$ cat config.mk
export PLATFORM = sky130hd
export DESIGN_NAME = jtag_req_ctrl
export DESIGN_NICKNAME = d
export VERILOG_FILES = /design/src/rtl/jtag_pkg.sv /design/src/rtl/jtag_req_ctrl_sync2.sv /design/src/rtl/jtag_req_ctrl.sv
export SDC_FILE = /design/constraint.sdc
export NUM_CORES = 1
export LEC_CHECK = 0
export ABC_CLOCK_PERIOD_IN_PS = 1700
export CORE_ASPECT_RATIO = 1.2
export CORE_MARGIN = 8
export CORE_UTILIZATION = 38
export CTS_CLUSTER_DIAMETER = 80
export CTS_CLUSTER_SIZE = 12
export DETAILED_ROUTE_END_ITERATION = 7
export HOLD_SLACK_MARGIN = 0.03
export PLACE_DENSITY_LB_ADDON = 0.25
export SYNTH_ARGS = -nofsm -noshare
export SYNTH_HDL_FRONTEND = slang
export SYNTH_HIERARCHICAL = 1
export SYNTH_SLANG_ARGS = --single-unit
$ cat constraint.sdc
create_clock -name i_clk -period 1.7 [get_ports i_clk]
set_input_delay 0.34 -clock i_clk [delete_from_list [all_inputs] [get_ports i_clk]]
set_output_delay 0.34 -clock i_clk [all_outputs]
set_load 0.05 [all_outputs]
$ cat src/rtl/jtag_pkg.sv
// Shared definitions for the JTAG debug request path: opcodes, controller
// states and default bus widths. The JTAG port uses the same opcode constants.
package jtag_pkg;

  localparam int JTAG_ADDR_W = 16;
  localparam int JTAG_DATA_W = 16;

  localparam logic [3:0] OP_NOP     = 4'h0;
  localparam logic [3:0] OP_SETADDR = 4'h1;
  localparam logic [3:0] OP_READ    = 4'h2;
  localparam logic [3:0] OP_WRITE   = 4'h3;
  localparam logic [3:0] OP_PAUSE   = 4'h4;
  localparam logic [3:0] OP_RESUME  = 4'h5;
  localparam logic [3:0] OP_STEP    = 4'h6;

  typedef enum logic [2:0] {
    ST_IDLE,
    ST_DECODE,
    ST_ARB,
    ST_BUS,
    ST_STEP,
    ST_DONE
  } jtag_ctrl_state_t;

  function automatic logic is_mem_op(input logic [3:0] op);
    return (op == OP_READ) || (op == OP_WRITE);
  endfunction

endpackage

$ cat src/rtl/jtag_req_ctrl_sync2.sv
// Two-flop synchroniser for a single-bit level crossing into the clk domain.
module sync2 (
  input  logic clk,
  input  logic rst_n,
  input  logic d,
  output logic q
);

  logic meta_q;
  logic sync_q;

  always_ff @(posedge clk or negedge rst_n) begin
    if (!rst_n) begin
      meta_q <= 1'b0;
      sync_q <= 1'b0;
    end else begin
      meta_q <= d;
      sync_q <= meta_q;
    end
  end

  assign q = sync_q;

endmodule

$ cat src/rtl/jtag_req_ctrl.sv
// Core-domain controller executing JTAG debug requests (mem read/write, pause,
// resume, step). Define JTAG_AUTOINC_EN to post-increment addrR after each bus op.
module jtag_req_ctrl
  import jtag_pkg::*;
#(
  parameter int ADDR_W = JTAG_ADDR_W,
  parameter int DATA_W = JTAG_DATA_W
) (
  input  logic              i_clk,
  input  logic              i_rstn,
  input  logic              i_jtagReq,
  input  logic [7:0]        i_jtagCmd,
  input  logic [DATA_W-1:0] i_jtagData,
  output logic              o_jtagAck,
  output logic [DATA_W-1:0] o_jtagRdData,
  output logic              o_err,
  input  logic              i_coreReq,
  input  logic              i_coreWr,
  input  logic [ADDR_W-1:0] i_coreAddr,
  input  logic [DATA_W-1:0] i_coreWrData,
  output logic              o_coreGnt,
  output logic              o_memEn,
  output logic              o_memWr,
  output logic [ADDR_W-1:0] o_memAddr,
  output logic [DATA_W-1:0] o_memWrData,
  input  logic              i_memRdy,
  input  logic [DATA_W-1:0] i_memRdData,
  input  logic              i_isPaused,
  output logic              o_pause,
  output logic              o_step
);

  jtag_ctrl_state_t  state_q, state_d;
  logic              req_sync;
  logic              req_last_q, req_last_d;
  logic [3:0]        op_q, op_d;
  logic [DATA_W-1:0] data_q, data_d;
  logic [ADDR_W-1:0] addr_q, addr_d;
  logic              ack_q, ack_d;
  logic [DATA_W-1:0] rd_q, rd_d;
  logic              err_q, err_d;
  logic              pause_q, pause_d;

  // Only the opcode nibble of the command byte carries meaning.
  logic unused_cmd;
  assign unused_cmd = ^i_jtagCmd[3:0];

  sync2 u_req_sync (
    .clk   (i_clk),
    .rst_n (i_rstn),
    .d     (i_jtagReq),
    .q     (req_sync)
  );

  // req_last_q only follows the synchroniser when a request is accepted in
  // IDLE, so a toggle arriving while busy stays pending until then.
  always_comb begin
    // NOTE: every variable gets a default first so no path can infer a latch.
    state_d    = state_q;
    req_last_d = req_last_q;
    op_d       = op_q;
    data_d     = data_q;
    addr_d     = addr_q;
    ack_d      = ack_q;
    rd_d       = rd_q;
    err_d      = err_q;
    pause_d    = pause_q;

    case (state_q)
      ST_IDLE: begin
        if (req_sync != req_last_q) begin
          req_last_d = req_sync;
          op_d       = i_jtagCmd[7:4];
          data_d     = i_jtagData;
          state_d    = ST_DECODE;
        end
      end
      ST_DECODE: begin
        state_d = ST_DONE;
        if (is_mem_op(op_q)) begin
          if (i_isPaused) state_d = ST_ARB;
          else            err_d   = 1'b1;
        end else begin
          case (op_q)
            OP_NOP:     ;
            OP_SETADDR: addr_d  = ADDR_W'(data_q);
            OP_PAUSE:   pause_d = 1'b1;
            OP_RESUME: begin
              pause_d = 1'b0;
              err_d   = 1'b0;
            end
            OP_STEP: begin
              if (i_isPaused) state_d = ST_STEP;
              else            err_d   = 1'b1;
            end
            default:    err_d = 1'b1;
          endcase
        end
      end
      ST_ARB: begin
        if (!i_coreReq) state_d = ST_BUS;
      end
      ST_BUS: begin
        if (i_memRdy) begin
          if (op_q == OP_READ) rd_d = i_memRdData;
`ifdef JTAG_AUTOINC_EN
          addr_d = addr_q + ADDR_W'(1);
`else
          addr_d = addr_q;
`endif
          state_d = ST_DONE;
        end
      end
      ST_STEP: state_d = ST_DONE;
      ST_DONE: begin
        ack_d   = req_last_q;
        state_d = ST_IDLE;
      end
      default: state_d = ST_IDLE;
    endcase
  end

  always_ff @(posedge i_clk or negedge i_rstn) begin
    if (!i_rstn) begin
      state_q    <= ST_IDLE;
      req_last_q <= 1'b0;
      op_q       <= OP_NOP;
      data_q     <= '0;
      addr_q     <= '0;
      ack_q      <= 1'b0;
      rd_q       <= '0;
      err_q      <= 1'b0;
      pause_q    <= 1'b0;
    end else begin
      // NOTE: sequential state uses non-blocking assignments only.
      state_q    <= state_d;
      req_last_q <= req_last_d;
      op_q       <= op_d;
      data_q     <= data_d;
      addr_q     <= addr_d;
      ack_q      <= ack_d;
      rd_q       <= rd_d;
      err_q      <= err_d;
      pause_q    <= pause_d;
    end
  end

  assign o_coreGnt    = (state_q != ST_BUS);
  assign o_step       = (state_q == ST_STEP);
  assign o_jtagAck    = ack_q;
  assign o_jtagRdData = rd_q;
  assign o_err        = err_q;
  assign o_pause      = pause_q;

  // The core owns the bus in every state but BUS, so its request passes
  // straight through without any added latency.
  always_comb begin
    if (o_coreGnt) begin
      o_memEn     = i_coreReq;
      o_memWr     = i_coreWr;
      o_memAddr   = i_coreAddr;
      o_memWrData = i_coreWrData;
    end else begin
      o_memEn     = 1'b1;
      o_memWr     = (op_q == OP_WRITE);
      o_memAddr   = addr_q;
      o_memWrData = data_q;
    end
  end

endmodule

Yosys cells after proc, flatten, opt, wreduce, memory -nomap -nowiden
Index checks and enable logic that the tools add are counted.
Word-level totals
  register bits: 61
  bits of input ports: 79
  output and inout port bits: 55
  word-level logic and storage cells: 56
Operators by class
  equal/unequal tests: 17
  multiplexer cells: 16
  bitwise logic cells: 1
  reductions and logical operators: 11
Operator list (number)
  two-way mux 16 bit: 2
  two-way mux 3 bit: 5
  one-hot mux 3 bit (5 select lines): 1
  == test 4 x 3 -> 1 bit (second input constant): 3
  AND reduction 3 bit: 4
  == test 4 x 2 -> 1 bit (second input constant): 2
  == test 3 x 2 -> 1 bit (second input constant): 2
  == test 3 bit (second input constant): 2
  two-way mux 1 bit: 6
  inequality test 2 bit (second input constant): 3
  == test 4 x 1 -> 1 bit (second input constant): 1
  logical NOT 4 bit: 1
  AND reduction 2 bit: 2
  == test 3 x 1 -> 1 bit (second input constant): 1
  logical NOT 3 bit: 1
  inequality test 3 x 2 -> 1 bit (second input constant): 1
  one-hot mux 1 bit (3 select lines): 1
  OR reduction 3 bit: 1
  inequality test 2 x 1 -> 1 bit (second input constant): 1
  one-hot mux 1 bit (2 select lines): 1
  nonzero test 2 bit: 1
  logical OR 1 bit: 1
  inequality test 1 bit: 1
  inverter 1 bit: 1

Logic depth before layout (Yosys ltp)
  word-level depth: 4
  mapped depth: 7
  mapped depth without buffers: 4

By module
Netlist, hierarchy kept.
By module, submodules not included
  jtag_req_ctrl: instances 1, cells an instance 197, area each 2912.8 um2, seq. area each 1476.4 um2
  sync2: instances 1, cells an instance 2, area each 50.0 um2, seq. area each 50.0 um2

Least setup slack after synthesis
No wires, ideal clock.
  kind: flip-flop to output port
  start point: register state_q[1]
  end point: output o_step
  data arrival time: 1735 ps
  data required time: 1360 ps
  path slack: -375 ps
  cell stages (with the launch flop): 3
  buffers on the path: 1
  cells stage by stage: dfrtp_1 > buf_6 > nor3b_1
Between the ends
  word-level cells in the longest chain between the ends: 1
Ends and longest elaborated chain
  from (decl): line jtag_req_ctrl.sv:33  | jtag_ctrl_state_t state_q, state_d;
  from (signal assigned): line jtag_req_ctrl.sv:136  | state_q <= state_d;
  == test 3 bit: line jtag_req_ctrl.sv:149  | assign o_step = (state_q == ST_STEP);
  to (decl): line jtag_req_ctrl.sv:30  | output logic o_step
No other way between the ends.

Worst setup path after layout
  start point: register state_q[2]
  end point: output o_memAddr[5]
Between the ends
  word-level cells in the longest chain between the ends: 2
Ends and longest elaborated chain
  inequality test 3 x 2 -> 1 bit: line jtag_req_ctrl.sv:148  | assign o_coreGnt = (state_q != ST_BUS);
  two-way mux 16 bit: line jtag_req_ctrl.sv:158  | if (o_coreGnt) begin
  to (decl): line jtag_req_ctrl.sv:24  | output logic [ADDR_W-1:0] o_memAddr,
No other way between the ends.

==> results.json <==
{
  "status": "finished with violations",
  "violations": "setup timing",
  "synth_top_area_cell": "dfrtp_1",
  "diodes": 0,
  "pre_cts_ws_ns": 0.0182,
  "crit_path_end_kind": "output port",
  "totalWireLength_mm": 7.92,
  "slowest_delay_ns": 0.40,
  "clk_pin_slew_ns": 0.07,
  "worstPathCellList": "nand3b_4, clkbuf_16, mux2_4, buf_6",
  "min_period_ns": 2.00,
  "setup_ws_ns": -0.300,
  "synth_seq_cells": 61,
  "wl_per_cell_um": 17.4,
  "grt.overflow.total": 0,
  "syn-cell-area_um2": 2960,
  "via_per_inst": 4.80,
  "num_rows": 35,
  "r2r-end": "o_jtagRdData[13]$_DFFE_PN0P_",
  "io_pins": 134,
  "cts_buffers": 9,
  "powerDensity_nw_per_um2": 1320,
  "dp_cells": 427,
  "grt_pass1_vias": 2365,
  "fmax_ghz": 0.500,
  "core_um2": 7620,
  "grt_max_degree": 62,
  "synth_top_area_share_pct": 51.5,
  "reg2reg_setup_slack_ns": -0.13,
  "start_util_pct": 38.9,
  "irDropWorstVdd_uv": 935,
  "synthCells": 199,
  "fp.dieArea_um2": 10900,
  "fin_crit_sh_pct": 118,
  "synth_cell_type_count": 29,
  "r2r-start": "state_q[2]$_DFFE_PN0P_",
  "vias": 2181,
  "synth_nets": 278,
  "nets": 436,
  "critPathMaxFanout": 11,
  "hpwl_mm": 5.74,
  "leakage_nw": 2.48,
  "die_w_um": 96.6,
  "fin_worst_skew_ns": 0.00890,
  "hold_class": "reg -> reg",
  "worst_slew_pin_slew_ns": 0.325,
  "root_buffer": "clkbuf_8",
  "synth_area_leaders": "dfrtp_1 (52%), mux2_2 (25%), mux2_4 (10%)",
  "clkLatencyLatePin_ns": 0.33,
  "setup_violations": 52,
  "die_h_um": 113,
  "drive_gt1_share_pct": 54.7,
  "htree_levels": 3,
  "yosysSeqAreaShare_pct": 51.5,
  "synth-edff-count": 0,
  "rsz0062_at_grt": "true",
  "grt_usage_pct": 13.7,
  "synth_ff_type": "dfrtp_1",
  "tritoncts": "yes",
  "whs_path_depth": 0,
  "finalMaxSlewViolations": 0,
  "avgSynthCellArea_um2": 14.9,
  "cp-start-kind": "register",
  "syn_to_final_growth_pct": 72.7,
  "dr.pass1.iters": 3,
  "clock_path_buffers": 2,
  "drc": 0,
  "crit_required_ns": 1.36,
  "grt_pass1_wl_mm": 12.1,
  "maxCapViolCount": 0,
  "layoutNonFillerInstCount": 454,
  "worstPathArrival_ns": 1.66,
  "yosys_warnings": 6,
  "dr.first_iter.drc_count": 85,
  "clock-sinks": 61,
  "relSlewSlack_pct": 78.3,
  "critPathKind": "reg -> out",
  "async_reset_ff_share_pct": 100,
  "min-delay-start": "u_req_sync/meta_q$_DFF_PN0_",
  "slowest_stage": "dfrtp_1",
  "hold_viol_final": 0,
  "place.gp.congestion": 0.780,
  "r2r_cells": 7,
  "ant_nets": 0,
  "antenna_found_initial": 0,
  "io_buffer_count": 129,
  "hold_path_end": "u_req_sync/q$_DFF_PN0_"
}
timing repair:
action,in CTS,in global routing
endpoints found under the hold margin,60,0
setup endpoints to repair,36,66
buffers inserted,3,6
hold buffers,1,0
pin swaps,1,3
gates cloned,0,2
gates resized for setup,16,8
final cells by class:
cell class                 instances  area [um2]
sequential                        61        1530
tap                               92         115
clock inverter                     4        70.1
multi-input combinational        124        1420
fill                             571        2500
inverter                           2        7.51
timing repair buffer             159        1820
clock buffer                      12         155
worst max path at each step:
stage,start,endpoint,slack (ns),cells after the start
2_1_floorplan,state_q[0]$_DFFE_PN0P_,o_memAddr[10],-0.07,5
3_3_place_gp,state_q[2]$_DFFE_PN0P_,o_memWrData[1],0.02,4
3_5_place_dp,state_q[2]$_DFFE_PN0P_,o_memWrData[1],0.02,4
4_1_cts,state_q[2]$_DFFE_PN0P_,o_memAddr[7],-0.33,4
5_1_grt,state_q[2]$_DFFE_PN0P_,o_memWrData[5],-0.35,4
6_report,state_q[2]$_DFFE_PN0P_,o_memAddr[5],-0.30,4
per-stage QoR:
step / power, W / setup TNS (ns) / utilization, % / instance area [um2] / hold slack (ns)
final: 0.00675 / -11.52 / 67.1 / 5120 / 0.349
after floorplan: 0.00413 / -0.996 / - / 3020 / 0.0444
after global routing: 0.00712 / -14.39 / 67.1 / 5120 / 0.364
after detailed placement: 0.00519 / 0 / 61.3 / 4670 / 0.342
after global placement: 0.00511 / 0 / 61.3 / 4670 / 0.333
after CTS: 0.00671 / -11.47 / 65.5 / 4990 / 0.355
logic make-up after synthesis:
logic type                share of synthesized area (%)
buffers and inverters                              3.13
DFF                                                51.5
xor gates and xnor gates                          0.296
and+or+nand+nor                                    6.93
AOI/OAI and AO/OA                                  2.24
muxes                                              35.9
sequential cells by signal, summed over array words and instances (netlist names):
register	flops
addr_q	16
data_q	16
o_jtagRdData	16
op_q	4
state_q	3
o_err	1
o_jtagAck	1
o_pause	1
req_last_q	1
u_req_sync/meta_q	1
u_req_sync/q	1
placed cells by master (no fill, tap or decap), types with 3 or more instances in the layout:
cell and count:
buf_6 16, nand3b_4 3, clkdlybuf4s50_1 73, mux2_2 54, buf_12 27, clkbuf_8 11
nand2_1 7, buf_4 38, dfrtp_1 60, mux2_4 32
synth_stat cells, drive strengths merged (3+ instances only):
master,n
mux2,86
buf,10
nand3b,3
nand2b,4
nand2,7
dfrtp,61
power by group:
group | internal (W) | switching, W
clock | 0.000901 | 0.000536
sequential | 0.00199 | 0.000390
combinational | 0.00163 | 0.00131
routing by layer:
metal	vias to the layer above	wire length, um	track usage [%]
li1	1026	-	-
met1	1089	3110	15.1
met2	60	4260	23.4
met3	6	454	4.69
met4	0	94	5.76
met5	-	0	0
worst max-delay path: cells and delay by family (launching register included):
family                 cells  cell delay (ns)
buffers and inverters      2             0.37
DFF                        1             0.40
muxes                      1             0.30
and+or+nand+nor            1             0.25
(Power assumes the default switching activity.)
